==> src/rtl/router_pkg.sv <==
// Shared definitions for the packet router controller.
// Holds the 4-bit FSM state encoding used by router_ctrl_np.
package router_pkg;

  typedef enum logic [3:0] {
    DECODE_ADDRESS     = 4'd0,
    WAIT_TILL_EMPTY    = 4'd1,
    LOAD_FIRST_DATA    = 4'd2,
    LOAD_DATA          = 4'd3,
    FIFO_FULL_STATE    = 4'd4,
    LOAD_AFTER_FULL    = 4'd5,
    LOAD_PARITY        = 4'd6,
    CHECK_PARITY_ERROR = 4'd7,
    DROP_PACKET        = 4'd8
  } state_t;

endpackage

==> src/rtl/router_timeout.sv <==
// Per-port idle-read watchdog: counts cycles with data pending and no read.
// Ports: clock, resetn (sync, active-low), vld, read, empty in; soft_reset out.
module router_timeout #(
  parameter int TIMEOUT = 30
) (
  input  logic clock,
  input  logic resetn,
  input  logic vld,
  input  logic read,
  input  logic empty,
  output logic soft_reset
);

  localparam int CW = $clog2(TIMEOUT + 1);

  logic [CW-1:0] cnt;

  always_ff @(posedge clock) begin
    if (!resetn) begin
      cnt        <= '0;
      soft_reset <= 1'b0;
    end else begin
      soft_reset <= 1'b0;
      if (read || empty) begin
        cnt <= '0;
      end else if (vld) begin
        // TIMEOUT-th idle cycle fires the flush and restarts the count
        if (cnt == CW'(TIMEOUT - 1)) begin
          cnt        <= '0;
          soft_reset <= 1'b1;
        end else begin
          cnt <= cnt + 1'b1;
        end
      end
    end
  end

endmodule

==> src/rtl/router_ctrl_np.sv <==
// Router controller: decodes header, steers bytes to a port FIFO, checks parity.
// Ports: clock/resetn, packet_valid, data_in, fifo_* status, read_enb in;
// write_enb, data_out, busy, err, parity_done, vld_out, soft_reset out.
module router_ctrl_np
  import router_pkg::*;
#(
  parameter int NUM_PORTS  = 3,
  parameter int DATA_WIDTH = 8,
  parameter int TIMEOUT    = 30
) (
  input  logic                  clock,
  input  logic                  resetn,
  input  logic                  packet_valid,
  input  logic [DATA_WIDTH-1:0] data_in,
  input  logic [NUM_PORTS-1:0]  fifo_full,
  input  logic [NUM_PORTS-1:0]  fifo_empty,
  input  logic [NUM_PORTS-1:0]  read_enb,
  output logic [NUM_PORTS-1:0]  write_enb,
  output logic [DATA_WIDTH-1:0] data_out,
  output logic                  busy,
  output logic                  err,
  output logic                  parity_done,
  output logic [NUM_PORTS-1:0]  vld_out,
  output logic [NUM_PORTS-1:0]  soft_reset
);

  localparam int ADDR_W = (NUM_PORTS > 2) ? $clog2(NUM_PORTS) : 1;
  localparam int PW     = 1 << ADDR_W;

  state_t state, nxt;

  logic [ADDR_W-1:0]     port, addr;
  logic [DATA_WIDTH-1:0] header, hold, par, rx_par;
  logic                  hold_par;
  logic [PW-1:0]         full_x, empty_x, sr_x, we_x;
  logic                  addr_ok, hdr_ok, in_flight, abort;
  logic                  p_full, p_empty, wr, wr_q;

  // Pad per-port vectors to a power of two so any address indexes safely
  always_comb begin
    full_x  = '0;
    empty_x = '0;
    sr_x    = '0;
    full_x[NUM_PORTS-1:0]  = fifo_full;
    empty_x[NUM_PORTS-1:0] = fifo_empty;
    sr_x[NUM_PORTS-1:0]    = soft_reset;
  end

  assign addr      = data_in[ADDR_W-1:0];
  assign addr_ok   = (int'(addr) < NUM_PORTS);
  assign hdr_ok    = (state == DECODE_ADDRESS) && packet_valid && addr_ok;
  assign in_flight = (state != DECODE_ADDRESS) && (state != DROP_PACKET);
  assign abort     = in_flight && sr_x[port];
  assign p_full    = full_x[port];
  assign p_empty   = empty_x[port];
  assign vld_out   = ~fifo_empty;

  for (genvar p = 0; p < NUM_PORTS; p++) begin : g_to
    router_timeout #(.TIMEOUT(TIMEOUT)) u_to (
      .clock      (clock),
      .resetn     (resetn),
      .vld        (vld_out[p]),
      .read       (read_enb[p]),
      .empty      (fifo_empty[p]),
      .soft_reset (soft_reset[p])
    );
  end

  always_ff @(posedge clock) begin
    if (!resetn) state <= DECODE_ADDRESS;
    else         state <= nxt;
  end

  always_comb begin
    nxt = state;
    if (abort) begin
      nxt = DECODE_ADDRESS;
    end else begin
      unique case (state)
        DECODE_ADDRESS:
          if (packet_valid) begin
            if (!addr_ok)          nxt = DROP_PACKET;
            else if (empty_x[addr]) nxt = LOAD_FIRST_DATA;
            else                   nxt = WAIT_TILL_EMPTY;
          end
        WAIT_TILL_EMPTY:
          if (p_empty) nxt = LOAD_FIRST_DATA;
        LOAD_FIRST_DATA:
          if (!p_full) nxt = LOAD_DATA;
        LOAD_DATA:
          if (p_full)            nxt = FIFO_FULL_STATE;
          else if (!packet_valid) nxt = LOAD_PARITY;
        FIFO_FULL_STATE:
          if (!p_full) nxt = LOAD_AFTER_FULL;
        LOAD_AFTER_FULL:
          if (p_full)           nxt = FIFO_FULL_STATE;
          else if (parity_done) nxt = CHECK_PARITY_ERROR;
          else if (hold_par)    nxt = LOAD_PARITY;
          else                  nxt = LOAD_DATA;
        LOAD_PARITY:
          nxt = CHECK_PARITY_ERROR;
        CHECK_PARITY_ERROR:
          nxt = DECODE_ADDRESS;
        DROP_PACKET:
          if (!packet_valid) nxt = DECODE_ADDRESS;
        default:
          nxt = DECODE_ADDRESS;
      endcase
    end
  end

  always_comb begin
    wr       = 1'b0;
    busy     = 1'b0;
    data_out = data_in;
    unique case (state)
      WAIT_TILL_EMPTY: busy = 1'b1;
      LOAD_FIRST_DATA: begin
        wr       = 1'b1;
        busy     = 1'b1;
        data_out = header;
      end
      LOAD_DATA:       wr = 1'b1;
      FIFO_FULL_STATE: busy = 1'b1;
      LOAD_AFTER_FULL: begin
        wr       = 1'b1;
        busy     = 1'b1;
        data_out = hold;
      end
      LOAD_PARITY:        busy = 1'b1;
      CHECK_PARITY_ERROR: busy = 1'b1;
      default: ;
    endcase
  end

  // A full FIFO or a flush of the target port always wins over a write
  assign wr_q = wr && !p_full && !abort;

  always_comb begin
    we_x       = '0;
    we_x[port] = wr_q;
  end

  assign write_enb = we_x[NUM_PORTS-1:0];

  always_ff @(posedge clock) begin
    if (!resetn) begin
      port        <= '0;
      header      <= '0;
      hold        <= '0;
      hold_par    <= 1'b0;
      par         <= '0;
      rx_par      <= '0;
      err         <= 1'b0;
      parity_done <= 1'b0;
    end else begin
      if (hdr_ok) begin
        port        <= addr;
        header      <= data_in;
        par         <= data_in;
        err         <= 1'b0;
        parity_done <= 1'b0;
      end
      if (!abort) begin
        if (state == LOAD_DATA) begin
          if (p_full) begin
            hold     <= data_in;
            hold_par <= !packet_valid;
          end else if (packet_valid) begin
            par <= par ^ data_in;
          end else begin
            rx_par <= data_in;
          end
        end
        if (state == LOAD_AFTER_FULL && !p_full) begin
          if (hold_par) rx_par <= hold;
          else          par    <= par ^ hold;
        end
        if (state == LOAD_PARITY)        parity_done <= 1'b1;
        if (state == CHECK_PARITY_ERROR) err <= (par != rx_par);
      end
    end
  end

endmodule

==> config.mk <==
export PLATFORM = sky130hd
export DESIGN_NAME = router_ctrl_np
export DESIGN_NICKNAME = d
export VERILOG_FILES = /design/src/rtl/router_pkg.sv /design/src/rtl/router_timeout.sv /design/src/rtl/router_ctrl_np.sv
export SDC_FILE = /design/constraint.sdc
export NUM_CORES = 1
export LEC_CHECK = 0
export CORE_MARGIN = 2
export CORE_UTILIZATION = 45
export CTS_BUF_LIST = sky130_fd_sc_hd__clkbuf_4 sky130_fd_sc_hd__clkbuf_8 sky130_fd_sc_hd__clkbuf_16
export CTS_CLUSTER_DIAMETER = 150
export DETAILED_ROUTE_END_ITERATION = 10
export HOLD_SLACK_MARGIN = 0.02
export PLACE_DENSITY = 0.75
export SLEW_MARGIN = 40
export SYNTH_ARGS = -nofsm -noshare
export SYNTH_HDL_FRONTEND = slang
export SYNTH_HIERARCHICAL = 1
export SYNTH_SLANG_ARGS = --single-unit
==> constraint.sdc <==
create_clock -name clock -period 2.5 [get_ports clock]
set_input_delay 0.25 -clock clock [delete_from_list [all_inputs] [get_ports clock]]
set_output_delay 0.25 -clock clock [all_outputs]
set_load 0.02 [all_outputs]
[Yosys cells after proc, flatten, opt, wreduce, memory -nomap -nowiden]
Cells that the tools add are included.
Operators by class
  add/subtract/negate cells: 3
  order comparisons: 4
  equality and inequality tests: 19
  multiplexer cells: 50
  bitwise operators: 9
  reductions and logical operators: 27
Operator list (count)
  8-bit two-way mux: 12
  4-bit two-way mux: 8
  4-bit one-hot mux with 8 select lines: 1
  4-bit by 3-bit equality test with 1-bit output (second input constant): 4
  1-bit two-way mux: 16
  8-bit one-hot mux with 2 select lines: 1
  8-bit bitwise XOR: 2
  5-bit by 1-bit adder with 5-bit output (second input constant): 3
  5-bit equality test (second input constant): 3
  5-bit two-way mux: 3
  3-bit OR reduction: 4
  2-bit inequality test (second input constant): 5
  3-bit two-way mux: 3
  1-bit binary-select mux with 2-bit select: 4
  4-bit by 2-bit equality test with 1-bit output (second input constant): 2
  1-bit logical AND: 8
  8-bit inequality test: 1
  2-bit OR reduction: 4
  2-bit by 3-bit < comparator with 1-bit output (second input constant): 2
  6-bit AND reduction: 1
  6-bit OR reduction: 1
  1-bit NOT: 5
  4-bit by 1-bit equality test with 1-bit output (second input constant): 1
  4-bit equality test (second input constant): 1
  other kinds (13): 17
Word-level totals
  register bits: 59
  input bits: 20
  output and inout bits: 20
  logic and storage cells: 127

[Depth between registers and ports, before layout]
Gate-level depths: netlist of run 1.
  depth after elaboration: 10
  gate-level depth with buffers: 7
  depth with buffers taken out: 5

[By module]
Netlist of run 1, hierarchy kept.
Modules (own cells, without submodules)
  router_ctrl_np: instances 1, cells each 309, area each 2482.4 um^2, sequential area each 780.7 um^2
  router_timeout: instances 3, cells each 28, area each 277.8 um^2, sequential area each 120.1 um^2

[Worst setup path before layout of run 1]
OpenSTA, ideal clock, no wires.
  path kind: register -> output
  start point: register port[0]
  end point: output port write_enb[1]
  data arrival time: 1642 ps
  required time: 2250 ps
  slack: 608 ps
  cell stages (with the launch flop): 6
  buffers on the path: 1
  cell sequence: dfxtp_1 buf_6 mux2i_1 o21a_1 nand3_1 nor3b_1
Between the ends
  word-level cells in the longest chain between the ends: 6
  elaborated cells between the ends (all ways): 15
  those cells by class: order compare: 2; mux: 6; bitwise: 1; reduce/logical: 6
Ends and longest elaborated chain
  from (decl): line router_ctrl_np.sv:32  | logic [ADDR_W-1:0] port, addr;
  from (signal assigned): line router_ctrl_np.sv:158  | port <= addr;
  branches (longest 5 deep; another with 2-bit by 3-bit < comparator with 1-bit output)
  3-bit bitwise AND (no source line) *
  to (decl): line router_ctrl_np.sv:18  | output logic [NUM_PORTS-1:0] write_enb,
Mark *: on every way between the ends. The select of a mux whose other input is x is not followed.

[Worst setup path in the final report of run 1]
  start point: register state[2]
  end point: output port data_out[0]
Between the ends
  word-level cells in the longest chain between the ends: 2
  elaborated cells between the ends (all ways): 3
  those cells by class: eq/ne: 2; mux: 1
Ends and longest elaborated chain
  from (decl): line router_ctrl_np.sv:30  | state_t state, nxt;
  from (signal assigned): line router_ctrl_np.sv:71  | else state <= nxt;
  4-bit by 3-bit equality test with 1-bit output / 4-bit by 2-bit equality test with 1-bit output (equally long branches): line router_ctrl_np.sv:116  | unique case (state)
  8-bit one-hot mux with 2 select lines *: line router_ctrl_np.sv:116
  to (decl): line router_ctrl_np.sv:19  | output logic [DATA_WIDTH-1:0] data_out,
Mark *: on every way between the ends. The rest lies on a longest branch, timed or not.

==> reports/metrics.csv, run 1 <==
stage;metric;value;unit
grt;grt.overflow.total;0;
synth;synth_area_leader;sky130_fd_sc_hd__dfxtp_1;
timing;fin_hold_ws;0.460;ns
synth;synth_enable_flop_cells;0;
timing;max-slew-margin-rel;60.7;%
power;power.density_cell_area;762;mW/mm^2
clock_tree;cts_resized;7;
critical_path;cp-start-kind;flip-flop;
critical_path;timing.critical_path.fanout_max;7;
final_layout;nNetsFinal;474;
clock_tree;cts_max_level;3;
route;totalWireLength;9.29;mm
placement;routabilityCongestion;0.854;
route;dr.first_iter.drc_count;361;
final_layout;post_route_cells_drive_above_1_share;14.8;%
grt;grt_first_pass_wirelength;15.4;mm
clock_tree;cts_buffers;9;
clock_tree;insertion_delay;0.34;ns
floorplanning;design.die.area;0.00807;sq mm
clock_tree;post_cts_hold_buffer_count;0;
flow_run;cap_viol_max_count;0;
hold_path;timing.hold.worst.class;flip-flop to flip-flop;
timing;maxSlewViolCount;0;
final_layout;postLayoutCellArea;0.00413;sq mm
synth;yosys.cell_types.count;62;
route;wl_per_cell;16.8;um
timing;setup-violations-final;0;
final_layout;synth_to_final_area_change;24.5;%
route;vias_per_cell;5.88;
critical_path;reg2reg_setup_slack;0.25;ns
critical_path;required;2.25;ns
final_layout;diodes;0;
clock_tree;clock_sinks;57;
route;detail-route-antenna-nets;0;
timing;final_period_util;97.0;%
synth;synth_ff_type;sky130_fd_sc_hd__dfxtp_1;
route;detail_route.drc_violations;0;
synth;ys_seq_area_share;34.4;%
synth;synthesis.instances;393;
grt;grt_max_degree;26;
hold_path;hold_path_end;header[4];
outcome;run_status;finished, final reports clean;
grt;antenna_found_initial;0;
grt;number_of_global_route_vias_before_repair;3111;
clock_tree;post-cts-setup-buffer-count;0;
timing;max_frequency;413;MHz
floorplanning;ioPinCount;40;
critical_path;r2r-end;par[1];
synth;synth.net_count;419;
critical_path;path_class;flip-flop to output pin;
synth;synth_top_area_share;34.4;%
floorplanning;coreArea;0.00718;sq mm
power;report.power.total;3.14;mW
placement;io_buffers;39;
critical_path;worst-r2r-cell-count;7;
route;via_count;3245;
power;irDropWorstVdd;0.405;mV
critical_path;critical_path.reg2reg.startpoint;state[2];
placement;placement.cell_area;0.00392;sq mm
clock_tree;clockRootBuffer;sky130_fd_sc_hd__clkbuf_8;
floorplanning;initial_core_util;46.2;%
synth;ys_async_sr_fraction;0;%
hold_path;min_from;header[4];
route;drt_pass1_iterations;5;
final_layout;postLayoutCoreUtil;57.5;%
timing;tns;0;ns
critical_path;arrival;2.17;ns
timing;timing_worst_slew_pin_value;0.589;ns
grt;globalRouteTotalUtil;23.4;%
floorplanning;die_height;89.8;um
synth;synth.yosys.warnings;6;
floorplanning;chip_width;89.8;um
clock_tree;cts.clk_slew.worst_paths;0.06;ns
clock_tree;tritoncts;done;
timing;grt_setup_unrepaired;false;
clock_tree;cts_max_path_buffers;2;
synth;syn_avg_cell_area;8.44;sq um
synth;synth_top_cells_by_area;sky130_fd_sc_hd__dfxtp_1, sky130_fd_sc_hd__nand2_1, sky130_fd_sc_hd__mux2i_1;
timing;clock-skew-final;0.00972;ns
hold_path;worst_hold_path_cell_count;2;
synth;synth-seq-cells;57;
placement;post_detail_place_hpwl;6.43;mm
power;power.static_leakage;1.66;nW
floorplanning;number_of_rows_in_the_core_area;31;
critical_path;crit_path_end_kind;output pin;
timing;timing_hold_violations_final;0;
synth;mappedNetlistArea;0.00332;sq mm
timing;post-route-min-period;2.42;ns
[flip-flops by register name (all words and copies together) (netlist names)]
signal and flops:
g_to.u_to/cnt 15, hold 8, par 8, rx_par 8
header 7, state 4, g_to.u_to/soft_reset 3, err 1
hold_par 1, parity_done 1, port 1
[cells by family (layout without fill, tap and decap cells)]
kind of cell               count (synthesis)  after routing  share of synthesized area, %
AOI/OAI and AO/OA                        101            101                          23.8
xor gates and xnor gates                  21             21                          5.55
adders and majority gates                  6              6                          2.26
buffers and inverters                     39             99                          5.51
DFF                                       57             57                          34.4
muxes                                     20             20                          6.15
and+or+nand+nor                          149            149                          22.3
[per-stage QoR]
stage	instances	setup WS [ns]
2_1_floorplan	393	0.608
3_3_place_gp	536	0.222
3_5_place_dp	536	0.101
4_1_cts	552	0.0101
5_1_grt	552	0.0200
6_report	552	0.0760
[cells in the final DEF (no fill, tap or decap), drive strengths merged, types with 3 or more instances in the layout]
| cell type | n |
|---|---|
| o21bai | 4 |
| dlygate4sd2 | 5 |
| o22ai | 7 |
| o211ai | 4 |
| mux2i | 20 |
| o21ai | 17 |
| a211oi | 5 |
| a41oi | 6 |
| nand2 | 51 |
| o21a | 4 |
| ha | 6 |
| nor2 | 31 |
| nand3b | 5 |
| clkbuf | 11 |
| or3 | 8 |
| xor2 | 17 |
| dfxtp | 57 |
| dlymetal6s2s | 4 |
| nand4 | 9 |
| nor3b | 3 |
| or3b | 3 |
| xnor2 | 4 |
| nand3 | 22 |
| clkdlybuf4s50 | 30 |
| inv | 18 |
| a21oi | 21 |
| buf | 26 |
| nor3 | 7 |
| a22oi | 16 |
[cell usage after synthesis, types with 2 or more instances]
| cell type | instances |
|---|---|
| sky130_fd_sc_hd__a211oi_1 | 2 |
| sky130_fd_sc_hd__nor3_1 | 6 |
| sky130_fd_sc_hd__xnor2_1 | 4 |
| sky130_fd_sc_hd__or3_1 | 7 |
| sky130_fd_sc_hd__o21ai_0 | 15 |
| sky130_fd_sc_hd__nor4_1 | 2 |
| sky130_fd_sc_hd__ha_1 | 6 |
| sky130_fd_sc_hd__o31ai_1 | 2 |
| sky130_fd_sc_hd__nand3_1 | 22 |
| sky130_fd_sc_hd__a41oi_2 | 2 |
| sky130_fd_sc_hd__o211ai_1 | 4 |
| sky130_fd_sc_hd__inv_1 | 17 |
| sky130_fd_sc_hd__dfxtp_1 | 57 |
| sky130_fd_sc_hd__a22oi_1 | 16 |
| sky130_fd_sc_hd__a211oi_2 | 3 |
| sky130_fd_sc_hd__a41oi_1 | 4 |
| sky130_fd_sc_hd__o21bai_4 | 3 |
| sky130_fd_sc_hd__buf_2 | 7 |
| sky130_fd_sc_hd__mux2i_1 | 19 |
| sky130_fd_sc_hd__o21a_1 | 4 |
| sky130_fd_sc_hd__a21oi_1 | 21 |
| sky130_fd_sc_hd__nand2_1 | 51 |
| sky130_fd_sc_hd__buf_6 | 3 |
| sky130_fd_sc_hd__o22ai_1 | 7 |
| sky130_fd_sc_hd__nand4_1 | 9 |
| sky130_fd_sc_hd__a21o_1 | 2 |
| sky130_fd_sc_hd__or3b_1 | 3 |
| sky130_fd_sc_hd__nand3b_1 | 4 |
| sky130_fd_sc_hd__xor2_1 | 17 |
| sky130_fd_sc_hd__nor2_1 | 31 |
| sky130_fd_sc_hd__clkbuf_1 | 9 |
| sky130_fd_sc_hd__nor3b_1 | 3 |
| sky130_fd_sc_hd__a21boi_0 | 2 |
[power by group]
group	internal, mW	switching [mW]
clock	0.495	0.380
sequential	0.991	0.0895
combinational	0.499	0.689
[critical path: stages (launching register included)]
cell and delay, ns:
sky130_fd_sc_hd__dfxtp_1 0.35, sky130_fd_sc_hd__nand2b_1 0.24, sky130_fd_sc_hd__nor3_2 0.23, sky130_fd_sc_hd__buf_4 0.22, sky130_fd_sc_hd__a22oi_1 0.08, sky130_fd_sc_hd__nand2_1 0.10, sky130_fd_sc_hd__clkdlybuf4s50_1 0.61
[layer usage]
layer  global-route usage [%]  vias up  share of wire, %
li1                         -     1534                 -
met5                        0        -                 0
met4                     10.3        0               2.0
met1                     29.6     1538                43
met3                     4.19       21               6.5
met2                     39.3      152                48
[layout make-up]
class / instances / area [sq um]
Clock inverter: 5 / 55.1
Sequential cell: 57 / 1140
Tap cell: 99 / 124
Fill cell: 633 / 3050
Timing Repair Buffer: 65 / 589
Multi-Input combinational cell: 297 / 2000
Inverter: 18 / 67.6
Clock buffer: 11 / 145
[worst max path at each step]
stage,startpoint,endpoint,cells past startpoint
after floorplan,port[0],write_enb[1],5
after global placement,fifo_full[1],write_enb[1],6
after detailed placement,port[0],write_enb[1],5
after CTS,state[1],data_out[2],6
after global routing,state[2],data_out[0],6
final,state[2],data_out[0],6
No activity file was read; power rests on OpenSTA's default activity.
==> inputs of run 2 (changes only) <==
--- a/config.mk
+++ b/config.mk
@@ -5,7 +5,7 @@
 export SDC_FILE = /design/constraint.sdc
 export NUM_CORES = 1
 export LEC_CHECK = 0
-export CORE_MARGIN = 2
+export CORE_MARGIN = 1.5
 export CORE_UTILIZATION = 45
 export CTS_BUF_LIST = sky130_fd_sc_hd__clkbuf_4 sky130_fd_sc_hd__clkbuf_8 sky130_fd_sc_hd__clkbuf_16
 export CTS_CLUSTER_DIAMETER = 150
==> reports/metrics.csv, run 2 (synthesis gave the netlist of run 1 again) <==
stage;metric;value;unit
timing;setup-violations-final;0;
timing;grt_setup_unrepaired;false;
timing;timing_hold_violations_final;0;
critical_path;critical_path.slowest_cell;sky130_fd_sc_hd__clkdlybuf4s50_1;
power;power.density_cell_area;796;mW/mm^2
floorplanning;initial_core_util;46.2;%
critical_path;required;2.25;ns
critical_path;critical_path.top_delay_family;buffers and inverters;
clock_tree;insertion_delay;0.34;ns
timing;final_period_util;96.0;%
final_layout;final_cell_mix;sky130_fd_sc_hd__dfxtp_1, sky130_fd_sc_hd__nand2_1, sky130_fd_sc_hd__clkdlybuf4s50_1;
final_layout;stdcell_count;549;
power;report.power.total;3.30;mW
placement;io_buffers;39;
timing;timing_worst_slew_pin_value;0.555;ns
power;irDropWorstVdd;0.382;mV
grt;grt_max_degree;22;
flow_run;cap_viol_max_count;0;
clock_tree;tritoncts;done;
power;power.static_leakage;1.63;nW
route;wl_per_cell;16.4;um
route;totalWireLength;9.00;mm
final_layout;postLayoutCellArea;0.00414;sq mm
final_layout;nFillCells;646;
grt;number_of_global_route_vias_before_repair;3064;
floorplanning;chip_width;88.8;um
route;detail_route.drc_violations;0;
timing;tns;0;ns
timing;post-route-min-period;2.40;ns
critical_path;arrival;2.15;ns
timing;max_frequency;417;MHz
route;via_count;3207;
clock_tree;post-cts-setup-buffer-count;0;
placement;placedCellCount;533;
final_layout;diodes;0;
final_layout;multi_input_comb_area;0.00201;sq mm
grt;antenna_found_initial;0;
floorplanning;design.die.area;0.00789;sq mm
grt;grt.overflow.total;0;
final_layout;synth_to_final_area_change;24.9;%
floorplanning;ioPinCount;40;
hold_path;hold_path_end;header[3];
floorplanning;number_of_rows_in_the_core_area;31;
outcome;run_status;finished, final reports clean;
final_layout;largest_reg_flops;15;
final_layout;top_register;g_to.u_to/cnt;
floorplanning;coreArea;0.00718;sq mm
critical_path;critical_path.n_buffers_inverters;2;
critical_path;crit_chain;nand2b_2 > nor3_2 > nor2_1 > buf_4 > nand2_1 > nand2_1 > clkdlybuf4s50_1;
critical_path;cp-start-kind;flip-flop;
hold_path;min_from;header[3];
placement;routabilityCongestion;0.876;
placement;post-place-ws;0.124;ns
critical_path;r2r-end;par[2];
clock_tree;cts_buffers;9;
critical_path;worstSetupStartpoint;state[2];
timing;worst_slack;0.101;ns
clock_tree;cts_max_level;3;
hold_path;timing.hold.worst.class;flip-flop to flip-flop;
timing;max-slew-margin-rel;63.0;%
route;detail-route-antenna-nets;0;
critical_path;timing.critical_path.fanout_max;10;
critical_path;crit_path_end_kind;output pin;
route;drt_pass1_iterations;5;
critical_path;critical_path.max_stage_delay;0.61;ns
placement;post_detail_place_hpwl;6.17;mm
critical_path;reg2reg_setup_slack;0.34;ns
clock_tree;clock_sinks;57;
critical_path;path_class;flip-flop to output pin;
critical_path;critical_path.reg2reg.startpoint;state[1];
route;vias_per_cell;5.84;
clock_tree;clockRootBuffer;sky130_fd_sc_hd__clkbuf_8;
final_layout;regArea;0.00114;sq mm
grt;globalRouteTotalUtil;24.4;%
final_layout;final_common_cell;sky130_fd_sc_hd__dfxtp_1;
clock_tree;cts.clk_slew.worst_paths;0.07;ns
route;dr.first_iter.drc_count;339;
timing;clock-skew-final;0.0110;ns
placement;placement.cell_area;0.00389;sq mm
critical_path;worst-r2r-cell-count;5;
hold_path;worst_hold_path_cell_count;2;
clock_tree;cts_max_path_buffers;2;
critical_path;timing.critical_path.mode_cell;sky130_fd_sc_hd__nand2_1;
timing;maxSlewViolCount;0;
final_layout;nNetsFinal;471;
final_layout;post_route_cells_drive_above_1_share;14.4;%
floorplanning;die_height;88.8;um
grt;grt_first_pass_wirelength;14.7;mm
## run 2: cell count changes in the layout (fill, tap and decap cells not counted), moves of 2 or more
cell / change
sky130_fd_sc_hd__clkdlybuf4s50_1: +6
sky130_fd_sc_hd__buf_4: -3
sky130_fd_sc_hd__dlygate4sd2_1: -3
sky130_fd_sc_hd__dlymetal6s2s_1: -3
sky130_fd_sc_hd__clkinvlp_4: -2
## run 2: metrics by stage
| step | util, % | hold WS (ns) |
|---|---|---|
| 2_1_floorplan | - | 0.381 |
| 3_3_place_gp | 54.3 | 0.442 |
| 3_5_place_dp | 54.3 | 0.452 |
| 4_1_cts | 57.6 | 0.464 |
| 5_1_grt | 57.7 | 0.485 |
| 6_report | 57.7 | 0.463 |
## run 2: cell type report
class                      count  area share [%]
clock buffer                  12            3.84
clock inverter                 4            1.78
inverter                      18            1.63
multi-input combinational    297            48.5
sequential                    57            27.6
tap                           99            2.99
timing repair buffer          62            13.6
## run 2: how the worst max path moves through the flow
stage / cells after the start / to / slack [ns]
2_1_floorplan: 5 / write_enb[1] / 0.61
3_3_place_gp: 5 / write_enb[1] / 0.19
3_5_place_dp: 5 / write_enb[1] / 0.12
4_1_cts: 5 / write_enb[0] / 0.002
5_1_grt: 7 / data_out[0] / 0.002
6_report: 7 / data_out[1] / 0.10
## run 2: metal layers
layer  wire length (um)  vias to the layer above  GRT usage, %  share of wire (%)
met4                307                        0          11.8                3.4
met5                  0                        -             0                  0
met2               4210                      151          38.8                 47
li1                   -                     1532             -                  -
met3                588                       37          5.04                6.5
met1               3900                     1487          31.4                 43
## run 2: worst min-delay path, cell delays in order (launching register included)
cell	delay [ns]
sky130_fd_sc_hd__dfxtp_1	0.31
sky130_fd_sc_hd__nand2_1	0.05
sky130_fd_sc_hd__a21oi_1	0.05
## run 2: repair_timing
action | CTS | global route
resized for setup | 6 | 2
hold buffers | 0 | 0
endpoints found under the hold margin | 0 | 0
pin swaps | 0 | 1
setup endpoints to repair | 11 | 5
## run 2: power breakdown
group,switching (mW),leakage [nW],total [mW],internal [mW]
Combinational,0.680,1.05,1.19,0.514
Sequential,0.108,0.463,1.10,0.992
Clock,0.374,0.120,1.00,0.629
==> inputs of run 3 (changes only) <==
--- a/config.mk
+++ b/config.mk
@@ -11,7 +11,8 @@
 export CTS_CLUSTER_DIAMETER = 150
 export DETAILED_ROUTE_END_ITERATION = 10
 export HOLD_SLACK_MARGIN = 0.02
-export PLACE_DENSITY = 0.75
+export PLACE_DENSITY = 0.67
+export REMOVE_ABC_BUFFERS = 1
 export SLEW_MARGIN = 40
 export SYNTH_ARGS = -nofsm -noshare
 export SYNTH_HDL_FRONTEND = slang
==> reports/metrics.csv, run 3 (synthesis gave the netlist of run 1 again) <==
stage;metric;value;unit
critical_path;path_class;flip-flop to output pin;
final_layout;stdcell_count;553;
clock_tree;clock_sinks;57;
hold_path;min_from;header[7];
power;power.static_leakage;1.66;nW
floorplanning;ioPinCount;40;
floorplanning;number_of_rows_in_the_core_area;31;
critical_path;timing.critical_path.fanout_max;8;
clock_tree;insertion_delay;0.34;ns
final_layout;final_common_cell;sky130_fd_sc_hd__dfxtp_1;
critical_path;cp-start-kind;flip-flop;
clock_tree;cts.clk_slew.worst_paths;0.07;ns
grt;number_of_global_route_vias_before_repair;2942;
final_layout;final_cell_mix;sky130_fd_sc_hd__dfxtp_1, sky130_fd_sc_hd__nand2_1, sky130_fd_sc_hd__clkdlybuf4s50_1;
final_layout;nFillCells;679;
clock_tree;tritoncts;done;
timing;maxSlewViolCount;0;
route;totalWireLength;8.94;mm
grt;grt_first_pass_wirelength;14.4;mm
critical_path;crit_path_end_kind;output pin;
final_layout;post_route_cells_drive_above_1_share;15.0;%
critical_path;worstSetupStartpoint;state[2];
route;detail-route-antenna-nets;0;
timing;clock-skew-final;0.00923;ns
power;irDropWorstVdd;0.535;mV
placement;post-place-ws;0.234;ns
final_layout;postLayoutCellArea;0.00417;sq mm
grt;grt.overflow.total;0;
timing;setup-violations-final;0;
power;report.power.total;3.19;mW
grt;grt_max_degree;19;
clock_tree;cts_max_path_buffers;2;
grt;globalRouteTotalUtil;24.1;%
critical_path;critical_path.reg2reg.startpoint;state[1];
placement;placement.cell_area;0.00390;sq mm
timing;worst_slack;0.0833;ns
clock_tree;clockRootBuffer;sky130_fd_sc_hd__clkbuf_8;
timing;max-slew-margin-rel;56.9;%
final_layout;diodes;0;
grt;antenna_found_initial;0;
final_layout;nNetsFinal;475;
clock_tree;cts_max_level;3;
outcome;run_status;finished, final reports clean;
route;dr.first_iter.drc_count;189;
route;wl_per_cell;16.2;um
route;detail_route.drc_violations;0;
final_layout;largest_reg_flops;15;
placement;io_buffers;39;
critical_path;required;2.25;ns
clock_tree;post_cts_hold_buffer_count;0;
timing;max_frequency;414;MHz
floorplanning;die_height;88.8;um
final_layout;top_register;g_to.u_to/cnt;
floorplanning;initial_core_util;46.2;%
critical_path;arrival;2.17;ns
placement;routabilityCongestion;0.913;
route;drt_pass1_iterations;4;
flow_run;cap_viol_max_count;0;
floorplanning;coreArea;0.00718;sq mm
floorplanning;design.die.area;0.00789;sq mm
hold_path;timing.hold.worst.class;flip-flop to flip-flop;
floorplanning;chip_width;88.8;um
critical_path;reg2reg_setup_slack;0.35;ns
route;vias_per_cell;5.69;
timing;timing_hold_violations_final;0;
final_layout;synth_to_final_area_change;25.6;%
power;power.density_cell_area;765;mW/mm^2
clock_tree;cts_buffers;9;
hold_path;worst_hold_path_cell_count;2;
timing;post-route-min-period;2.42;ns
timing;tns;0;ns
placement;placedCellCount;534;
timing;timing_worst_slew_pin_value;0.647;ns
timing;final_period_util;96.7;%
critical_path;worst-r2r-cell-count;5;
placement;post_detail_place_hpwl;6.25;mm
route;via_count;3148;
run 3: layout make-up:
| cell class | instances | area [sq um] | share of cell area [%] |
|---|---|---|---|
| flip-flops and latches | 57 | 1140 | 27.5 |
| clock inverters | 4 | 50.0 | 1.20 |
| clock buffers | 12 | 165 | 3.97 |
| well taps | 99 | 124 | 2.97 |
| inverters | 18 | 67.6 | 1.62 |
| repair buffers | 66 | 614 | 14.7 |
| multi-input cells | 297 | 2000 | 48.0 |
run 3: critical path, cell delays in order, from the launching register on:
cell and delay (ns):
sky130_fd_sc_hd__dfxtp_1 0.36, sky130_fd_sc_hd__nand2b_2 0.26, sky130_fd_sc_hd__nor3_2 0.19, sky130_fd_sc_hd__buf_4 0.23, sky130_fd_sc_hd__a22oi_1 0.08, sky130_fd_sc_hd__nand2_1 0.10
sky130_fd_sc_hd__clkdlybuf4s50_1 0.60
run 3: through the flow:
stage               util (%)  hold slack, ns
floorplan                  -           0.381
global placement        54.4           0.443
detailed placement      54.4           0.449
CTS                     57.4           0.458
global route            58.0           0.476
finish                  58.0           0.458
run 3: metal layers:
layer | part of all wire (%) | GRT usage, % | vias up
li1 | - | - | 1535
met1 | 45 | 31.5 | 1501
met5 | 0 | 0 | -
met2 | 48 | 39.1 | 98
met3 | 5.1 | 4.94 | 14
met4 | 1.4 | 9.23 | 0
run 3: power breakdown:
part | leakage (nW) | total, mW | switching (mW) | internal [mW]
Combinational | 1.09 | 1.18 | 0.674 | 0.506
Clock | 0.105 | 0.919 | 0.380 | 0.540
Sequential | 0.463 | 1.09 | 0.0955 | 0.991
run 3: timing repair:
action	CTS	global route
setup buffers	0	3
resized for setup	4	5
pin swaps	0	0
setup endpoints to repair	10	9
run 3: final timing paths:
check	to
setup / recovery	data_out[0]
hold / removal	header[7]
setup reg to reg	par[1]
hold reg to reg	header[7]
==> RTL change, RTL diff (flow settings as in run 2) <==
Change the parameter `NUM_PORTS` from 3 to 5.
--- a/src/rtl/router_ctrl_np.sv
+++ b/src/rtl/router_ctrl_np.sv
@@ -6,3 +6,3 @@
 #(
-  parameter int NUM_PORTS  = 3,
+  parameter int NUM_PORTS  = 5,
   parameter int DATA_WIDTH = 8,
Ports: changed (6 resized); port bits go from 40 to 52. No check against the original RTL was run, so the function may have changed too.
==> RTL change against run 2 <==
  * Critical endpoint is now write_enb[4]
  * Count of clock-buffer cells in the layout down 3
  * Wire length rose by 16%
  * Area after synthesis is 22% higher
  * Sequential cell count increased by 12
  * Setup slack got worse by 0.043 ns
  * Total power grew 2.4%
  * Fmax down 1.8%
  * Final area rose by 20%
==> RTL change: results (changes against run 2) <==
| Metric | Value |
|---|---|
| Largest net degree at the start of global routing | 25 (was 22) |
| Post-Synth XOR/XNOR Area | 6.71% (was 5.55%) |
| Final worst setup slack | 0.0571 ns (was 0.101 ns) |
| Wirelength per Cell | 16.1 µm (was 16.4 µm) |
| Met1 usage | 28.0% (was 31.4%) |
| Clock Power Share | 28.1% (was 30.4%) |
| Placed Cells | 631 (was 533) |
| Fill cell count | 755 (was 646) |
| Most area-consuming cells after synthesis | dfxtp_1 34%, mux2i_1 5.4%, nand2_1 4.9% (was dfxtp_1 34%, nand2_1 5.8%, mux2i_1 5.7%) |
| M2 GR Usage | 37.8% (was 38.8%) |
| Worst Tran Pin Value | 0.677 ns (was 0.555 ns) |
| Global-route wire length before repair | 17.6 mm (was 14.7 mm) |
| Number of global-route vias before repair | 3737 (was 3064) |
| Vias per cell | 5.77 (was 5.84) |
| FF-to-FF path depth | 8 (was 5) |
| DP Area | 0.00478 mm² (was 0.00389 mm²) |
| Flip-flop count of the largest register, all copies and words added | 25 (was 15) |
| PwrDens | 677 mW/mm² (was 796 mW/mm²) |
| Compound-Gate Fraction of Synth Area | 19.1% (was 23.8%) |
| Layout Nets | 572 (was 471) |
| Met1 WL | 4.53 mm (was 3.90 mm) |
| GP Congestion | 0.880 (was 0.876) |
| Post-Syn Instances | 473 (was 393) |
| Leakage power | 1.86 nW (was 1.63 nW) |
| Layout cells sized above 1 | 15.2% (was 14.4%) |
| Cell Int Power | 2.14 mW (was 2.13 mW) |
| Pre-CTS WS | -0.275 ns (was 0.124 ns) |
| Met2 wire len | 5.20 mm (was 4.21 mm) |
| Non-filler cells, final | 649 (was 549) |
| Peak VDD IR | 0.331 mV (was 0.382 mV) |
| 1st-iter DRT viols | 166 (was 339) |
| Port Buf Inserts | 51 (was 39) |
| Flop2flop setup slack | 0.14 ns (was 0.34 ns) |
| Worst R2R End | par[3] (was par[2]) |
| Distinct cells, synth | 64 (was 62) |
| Syn_nets | 509 (was 419) |
| Worst Path Max Fanout | 6 (was 10) |
| Outcome | finished, final reports clean (unchanged) |
| Sequential area share after synthesis | 34.1% (was 34.4%) |
| Met3 usage | 4.51% (was 5.04%) |
| CP endpoint | write_enb[4] (was data_out[1]) |
| WL met3 | 503 µm (was 588 µm) |
-- RTL change: changes by cell type after synthesis, moves of 5 or more --
cell,delta
nand3_1,-10
a21oi_1,+12
buf_2,+5
nor2_1,+18
nand4_1,+9
a22oi_1,-7
dfxtp_1,+12
o21ai_0,-5
xnor2_1,+11
clkbuf_1,+7
-- RTL change: layout make-up --
class                   instances  area [µm²]  share of cell area, %
multi-input cells             356        2460                   49.4
well taps                     108         135                   2.71
inverters                      15        56.3                   1.13
clock inverters                 7        81.3                   1.63
clock buffers                   9         124                   2.48
flip-flops and latches         69        1390                   27.8
repair buffers                 85         743                   14.9
-- RTL change: critical path, stage by stage (launching register included) --
cell       delay (ns)
dfxtp_4          0.41
buf_2            0.19
nand4bb_1        0.16
o221a_1          0.21
nand2_1          0.08
or3_4            0.38
nor4b_4          0.23
buf_4            0.18
-- RTL change: repair_timing --
item	CTS	global route
hold buffers	0	0
setup buffers	0	2
endpoints found under the setup margin	13	4
gates resized for setup	33	8
